<file path="config.mk">
export PLATFORM = sky130hd
export DESIGN_NAME = apb_regfile_slave
export DESIGN_NICKNAME = d
export VERILOG_FILES = /design/src/rtl/apb_regfile_slave.sv
export SDC_FILE = /design/constraint.sdc
export NUM_CORES = 1
export LEC_CHECK = 0
export CORE_MARGIN = 3
export CORE_UTILIZATION = 30
export CTS_BUF_LIST = sky130_fd_sc_hd__clkbuf_4
export DETAILED_ROUTE_END_ITERATION = 7
export GPL_ROUTABILITY_DRIVEN = 0
export GPL_TIMING_DRIVEN = 0
export HOLD_SLACK_MARGIN = 0.1
export PLACE_DENSITY = 0.46
export SLEW_MARGIN = 10
export SYNTH_ARGS = -nofsm -noshare
export SYNTH_HDL_FRONTEND = slang
export SYNTH_SLANG_ARGS = --single-unit
export TNS_END_PERCENT = 5
</file>
<file path="constraint.sdc">
create_clock -name ACLK -period 2.8 [get_ports ACLK]
set_clock_uncertainty 0.1 [all_clocks]
set_input_delay 0.28 -clock ACLK [delete_from_list [all_inputs] [get_ports ACLK]]
set_output_delay 0.28 -clock ACLK [all_outputs]
set_load 0.01 [all_outputs]
</file>
<file path="src/rtl/apb_regfile_slave.sv">
// APB completer with a small 32-bit register file.
//
// Registers 0..NUM_REGS-2 are read/write with byte-lane strobes. Register NUM_REGS-1 is
// read-only and always returns ID_VALUE. Each transfer passes through IDLE -> WAIT -> DONE,
// with WAIT_CYCLES wait states before PREADY is asserted.
//
// Ports:
//   ACLK, ARESETn       clock (rising edge) and asynchronous active-low reset
//   PSEL, PENABLE       APB select and access-phase strobe
//   PADDR, PWRITE       byte address and direction (1 = write)
//   PWDATA, PSTRB       write data and write byte lanes
//   PRDATA              read data, valid only in DONE of a good read, else 0
//   PREADY, PSLVERR     transfer complete / transfer error, both only in DONE
//   CTRL_OUT            live contents of register 0
module apb_regfile_slave #(
   parameter int unsigned NUM_REGS    = 16,
   parameter int unsigned WAIT_CYCLES = 1,
   parameter logic [31:0] ID_VALUE    = 32'hA5B0_0001
) (
   input  logic        ACLK,
   input  logic        ARESETn,
   input  logic        PSEL,
   input  logic        PENABLE,
   input  logic [31:0] PADDR,
   input  logic        PWRITE,
   input  logic [31:0] PWDATA,
   input  logic [3:0]  PSTRB,
   output logic [31:0] PRDATA,
   output logic        PREADY,
   output logic        PSLVERR,
   output logic [31:0] CTRL_OUT
);

   localparam int unsigned     IDX_W      = $clog2(NUM_REGS);
   localparam int unsigned     NUM_RW     = NUM_REGS - 1;
   localparam logic [IDX_W-1:0] LAST_IDX  = IDX_W'(NUM_REGS - 1);
   localparam logic [31:0]     ADDR_LIMIT = 32'(NUM_REGS * 4);
   localparam logic [2:0]      CNT_INIT   = 3'(WAIT_CYCLES);

   typedef enum logic [1:0] {StIdle, StWait, StDone} state_e;

   state_e           state_q, state_d;
   logic [2:0]       cnt_q, cnt_d;
   logic [IDX_W-1:0] idx_q, idx_d;
   logic             write_q, write_d;
   logic [31:0]      wdata_q, wdata_d;
   logic [3:0]       strb_q, strb_d;
   logic             err_q, err_d;
   logic [31:0]      regs_q [NUM_RW];
   logic [31:0]      regs_d [NUM_RW];

   logic [IDX_W-1:0] setup_idx;
   logic             setup_err;
   logic [31:0]      rdata;

   // Decode the error condition at setup time so DONE only needs the latched flag.
   always_comb begin
      setup_idx = PADDR[IDX_W+1:2];
      setup_err = (PADDR[1:0] != 2'b00) || (PADDR >= ADDR_LIMIT) ||
                  (PWRITE && (setup_idx == LAST_IDX));
   end

   // Transfer sequencing
   always_comb begin
      state_d = state_q;
      cnt_d   = cnt_q;
      idx_d   = idx_q;
      write_d = write_q;
      wdata_d = wdata_q;
      strb_d  = strb_q;
      err_d   = err_q;
      unique case (state_q)
         StIdle: begin
            // PENABLE=1 without a preceding setup phase is ignored here.
            if (PSEL && !PENABLE) begin
               idx_d   = setup_idx;
               write_d = PWRITE;
               wdata_d = PWDATA;
               strb_d  = PSTRB;
               err_d   = setup_err;
               cnt_d   = CNT_INIT;
               state_d = (CNT_INIT == 3'd0) ? StDone : StWait;
            end
         end
         StWait: begin
            if (!PSEL) begin
               // Requester withdrew: abandon without committing anything.
               state_d = StIdle;
               cnt_d   = 3'd0;
            end else if (PENABLE) begin
               cnt_d = cnt_q - 3'd1;
               if (cnt_q == 3'd1) begin
                  state_d = StDone;
               end
            end
         end
         StDone: begin
            state_d = StIdle;
         end
         default: begin
            state_d = StIdle;
         end
      endcase
   end

   // Register file write: committed on the edge that leaves DONE.
   always_comb begin
      for (int i = 0; i < NUM_RW; i++) begin
         regs_d[i] = regs_q[i];
      end
      if ((state_q == StDone) && write_q && !err_q) begin
         for (int i = 0; i < NUM_RW; i++) begin
            if (idx_q == IDX_W'(i)) begin
               for (int b = 0; b < 4; b++) begin
                  if (strb_q[b]) begin
                     regs_d[i][8*b +: 8] = wdata_q[8*b +: 8];
                  end
               end
            end
         end
      end
   end

   // Read mux: zero everywhere except DONE of a good read.
   always_comb begin
      rdata = 32'h0;
      if ((state_q == StDone) && !write_q && !err_q) begin
         if (idx_q == LAST_IDX) begin
            rdata = ID_VALUE;
         end else begin
            for (int i = 0; i < NUM_RW; i++) begin
               if (idx_q == IDX_W'(i)) begin
                  rdata = regs_q[i];
               end
            end
         end
      end
   end

   always_ff @(posedge ACLK or negedge ARESETn) begin
      if (!ARESETn) begin
         state_q <= StIdle;
         cnt_q   <= 3'd0;
         idx_q   <= '0;
         write_q <= 1'b0;
         wdata_q <= 32'h0;
         strb_q  <= 4'h0;
         err_q   <= 1'b0;
         for (int i = 0; i < NUM_RW; i++) begin
            regs_q[i] <= 32'h0;
         end
      end else begin
         state_q <= state_d;
         cnt_q   <= cnt_d;
         idx_q   <= idx_d;
         write_q <= write_d;
         wdata_q <= wdata_d;
         strb_q  <= strb_d;
         err_q   <= err_d;
         for (int i = 0; i < NUM_RW; i++) begin
            regs_q[i] <= regs_d[i];
         end
      end
   end

   assign PREADY   = (state_q == StDone);
   assign PSLVERR  = (state_q == StDone) && err_q;
   assign PRDATA   = rdata;
   assign CTRL_OUT = regs_q[0];

endmodule

</file>
==> flow_summary.toml <==
[power_and_ir_drop]
pwr-share-clk_pct = 35.3
power_switching_w = 0.00711
power.total_w = 0.0204
ir_drop_mv = 0.272
p_seq_share_pct = 39.2
p_sw_share_pct = 34.8
cellPowerDensity_mw_per_mm2 = 629
leakage_nw = 15.2
pwr-share-comb_pct = 25.5
p_int_w = 0.0133

[yosys]
synth_top_area_share_pct = 52.3
synth_cells = 1943
syn_area_per_cell_um2 = 13.0
synthFlopType = "dfrtp_1"
ys_warn_count = 0
synth_compound_area_share_pct = 9.38
synthMuxAreaShare_pct = 27.9
synth_seq_cells = 527
synth-edff-count = 0
synth_area_leaders = "dfrtp_1, mux2_2, mux4_2"
synth_fa_ha_area_share_pct = 0.0993
async_reset_ff_share_pct = 100
ys_seq_area_share_pct = 52.3
synth_top_area_cell = "dfrtp_1"
synth-simple-area-share_pct = 6.52
synthXorXnorAreaFrac_pct = 0
synth_top_family_by_area = "multiplexers"
synth_fp_nets = 2018
yosysUniqueCellTypes = 75
netlist_area_mm2 = 0.0252

[final_layout]
layout-drive-gt1-share_pct = 49.0
stdcell_count = 3523
n_fill_cell = 7974
final_util_pct = 39.3
final_nets = 2422
syn_to_final_growth_pct = 28.8

[timing]
fin_crit_sh_pct = 129
worst_slack_ns = -0.805
fin_crit_ns = 3.61
slew_violations = 0
tightest_slew_ns = 0.991
setup_viol = 41
maxSlewHeadroom_pct = 33.5
setup_tns_ns = -22.97
hold_viol = 0
fmax_ghz = 0.277
rsz0062_at_grt = "true"
fin_hold_ws_ns = 0.248

[floorplan]
ios = 139
dieArea_mm2 = 0.0875
die_y_um = 296
rows = 105
fp.coreArea_mm2 = 0.0826
die_w_um = 296
initial_core_util_pct = 30.5

[clock_network]
cts_tree = "built"
clockBufferDepth = 3
clk_pin_slew_ns = 0.07
numCtsBuffers = 151
cts_max_level = 4
clkSinkCount = 527
insertion_delay_ns = 0.98
clockRootBuffer = "clkbuf_4"

[setup_path]
path_cells = "buf_4, buf_8, buf_8, mux4_2, o211ai_1, a221oi_4, buf_2"
crit_arrival_ns = 3.23
worstSetupPathType = "register to output port"
r2r_slack_ns = -0.05
cp_common_cell = "buf_8"
slowest_delay_ns = 0.48
critPathMaxFanout = 10
worstSetupStartpointType = "register"
end_kind = "output port"
slowest_stage = "o211ai_1"
cp_data_required_time_ns = 2.42

[routing]
drc = 0
firstDrtPassIters = 6
wirelength_um = 105000
vias_per_cell = 5.45
vias = 19200
wire_per_inst_um = 29.8
ant_nets = 0
drt-initial-drc-count = 1374

[placement]
dp_hpwl_um = 67900
placed_cells = 3155
port_buffers = 137

[worst_hold_path]
min_path_type = "input pin to register"

[global_routing]
grt_overflow = 0
grt_max_degree = 107
grt_pass1_wl_um = 149000
antenna_found_initial = 4
grt_pass1_vias = 20300
grt_use_total_pct = 24.0

[run]
cap_violations = 0

[status]
violations = "setup timing"
outcome = "finished with violations"
## synthesized netlist by cell type, types with 23 or more instances
cell type / count
mux2_2: 534
dfrtp_1: 527
nand2_1: 74
clkbuf_1: 61
o21ai_0: 55
a21oi_1: 54
nor2_1: 53
buf_4: 52
mux2i_1: 49
nand2_2: 41
buf_2: 36
a211oi_1: 33
nand2b_1: 23
o22ai_1: 23
## timing repair
action                                 4_1_cts  5_1_grt
setup endpoints to repair                  250       56
gates resized for setup                    476       50
buffers inserted                            59        6
pin swaps                                   35       11
hold buffers                                50        0
endpoints found under the hold margin      219        0
gates cloned                                 2        0
## layer usage
| layer | vias to the layer above | global-route usage [%] | routed length, um |
|---|---|---|---|
| li1 | 8105 | - | - |
| met2 | 881 | 37.4 | 47300 |
| met3 | 282 | 5.83 | 8190 |
| met4 | 0 | 13.0 | 5720 |
| met1 | 9946 | 30.9 | 43700 |
| met5 | - | 0 | 0 |
## power by group through the flow
stage	registers (W)	clock network, W	logic [W]
finish	0.00801	0.00722	0.00521
global route	0.00804	0.00783	0.00531
CTS	0.00801	0.00741	0.00496
detailed placement	0.00814	0	0.00395
global placement	0.00816	0	0.00392
floorplan	0.00804	0	0.00182
## critical path, delay by kind of cell, from the launching register on
kind / cells / cell delay, ns
AOI/OAI and AO/OA: 2 / 0.63
buffers and inverters: 4 / 0.86
DFF: 1 / 0.36
muxes: 1 / 0.36
## placed cells by master, fill, tap and decap left out, types with 32 or more instances in the layout
cell type	synthesis	layout
a21oi_1	54	46
buf_12	0	32
dfrtp_1	527	523
mux2i_1	49	46
dlygate4sd3_1	0	50
o21ai_0	55	45
buf_4	52	84
nor2_1	53	41
nand2_1	74	66
nand2_2	41	44
mux2_2	534	534
clkdlybuf4s50_1	0	103
clkbuf_4	0	227
clkbuf_1	61	34
buf_6	7	37
## per-stage QoR
step	setup WS [ns]	cell area (um^2)
after floorplan	0.599	25200
after global placement	-22.72	27900
after detailed placement	-1.93	28100
after CTS	-0.919	32200
after global routing	-0.887	32500
final	-0.805	32500
## final cells by class
cell class | count | area (um^2) | area share (%)
clock inverters | 32 | 183 | 0.563
diodes | 4 | 10.0 | 0.0308
repair buffers | 259 | 2650 | 8.17
plain buffers | 154 | 1610 | 4.97
well taps | 1070 | 1340 | 4.12
inverters | 8 | 42.5 | 0.131
flip-flops and latches | 527 | 13200 | 40.6
multi-input cells | 1246 | 11800 | 36.2
clock buffers | 223 | 1670 | 5.16
## registers in the layout, summed over array words and instances (netlist names)
name and count:
idx_q 4, wdata_q 32, cnt_q 3, write_q 1
regs_q 448, CTRL_OUT 32, state_q 2, strb_q 4
err_q 1
## kinds of logic after synthesis
kind of cell,after synthesis
buffers and inverters,170
AOI/OAI and AO/OA,330
DFF,527
adders and majority gates,2
and+or+nand+nor,305
muxes,609
## worst paths after layout
| kind | from | end | depth (start not counted) |
|---|---|---|---|
| max | idx_q[1] | PRDATA[16] | 7 |
| min | PENABLE | state_q[1] | 4 |
| max reg2reg | idx_q[0] | CTRL_OUT[2] | 5 |
| min reg2reg | cnt_q[2] | cnt_q[2] | 1 |
| max in group asynchronous | ARESETn | regs_q[296] | 6 |
| min in group asynchronous | ARESETn | wdata_q[28] | 3 |
(Power assumes the default switching activity.)
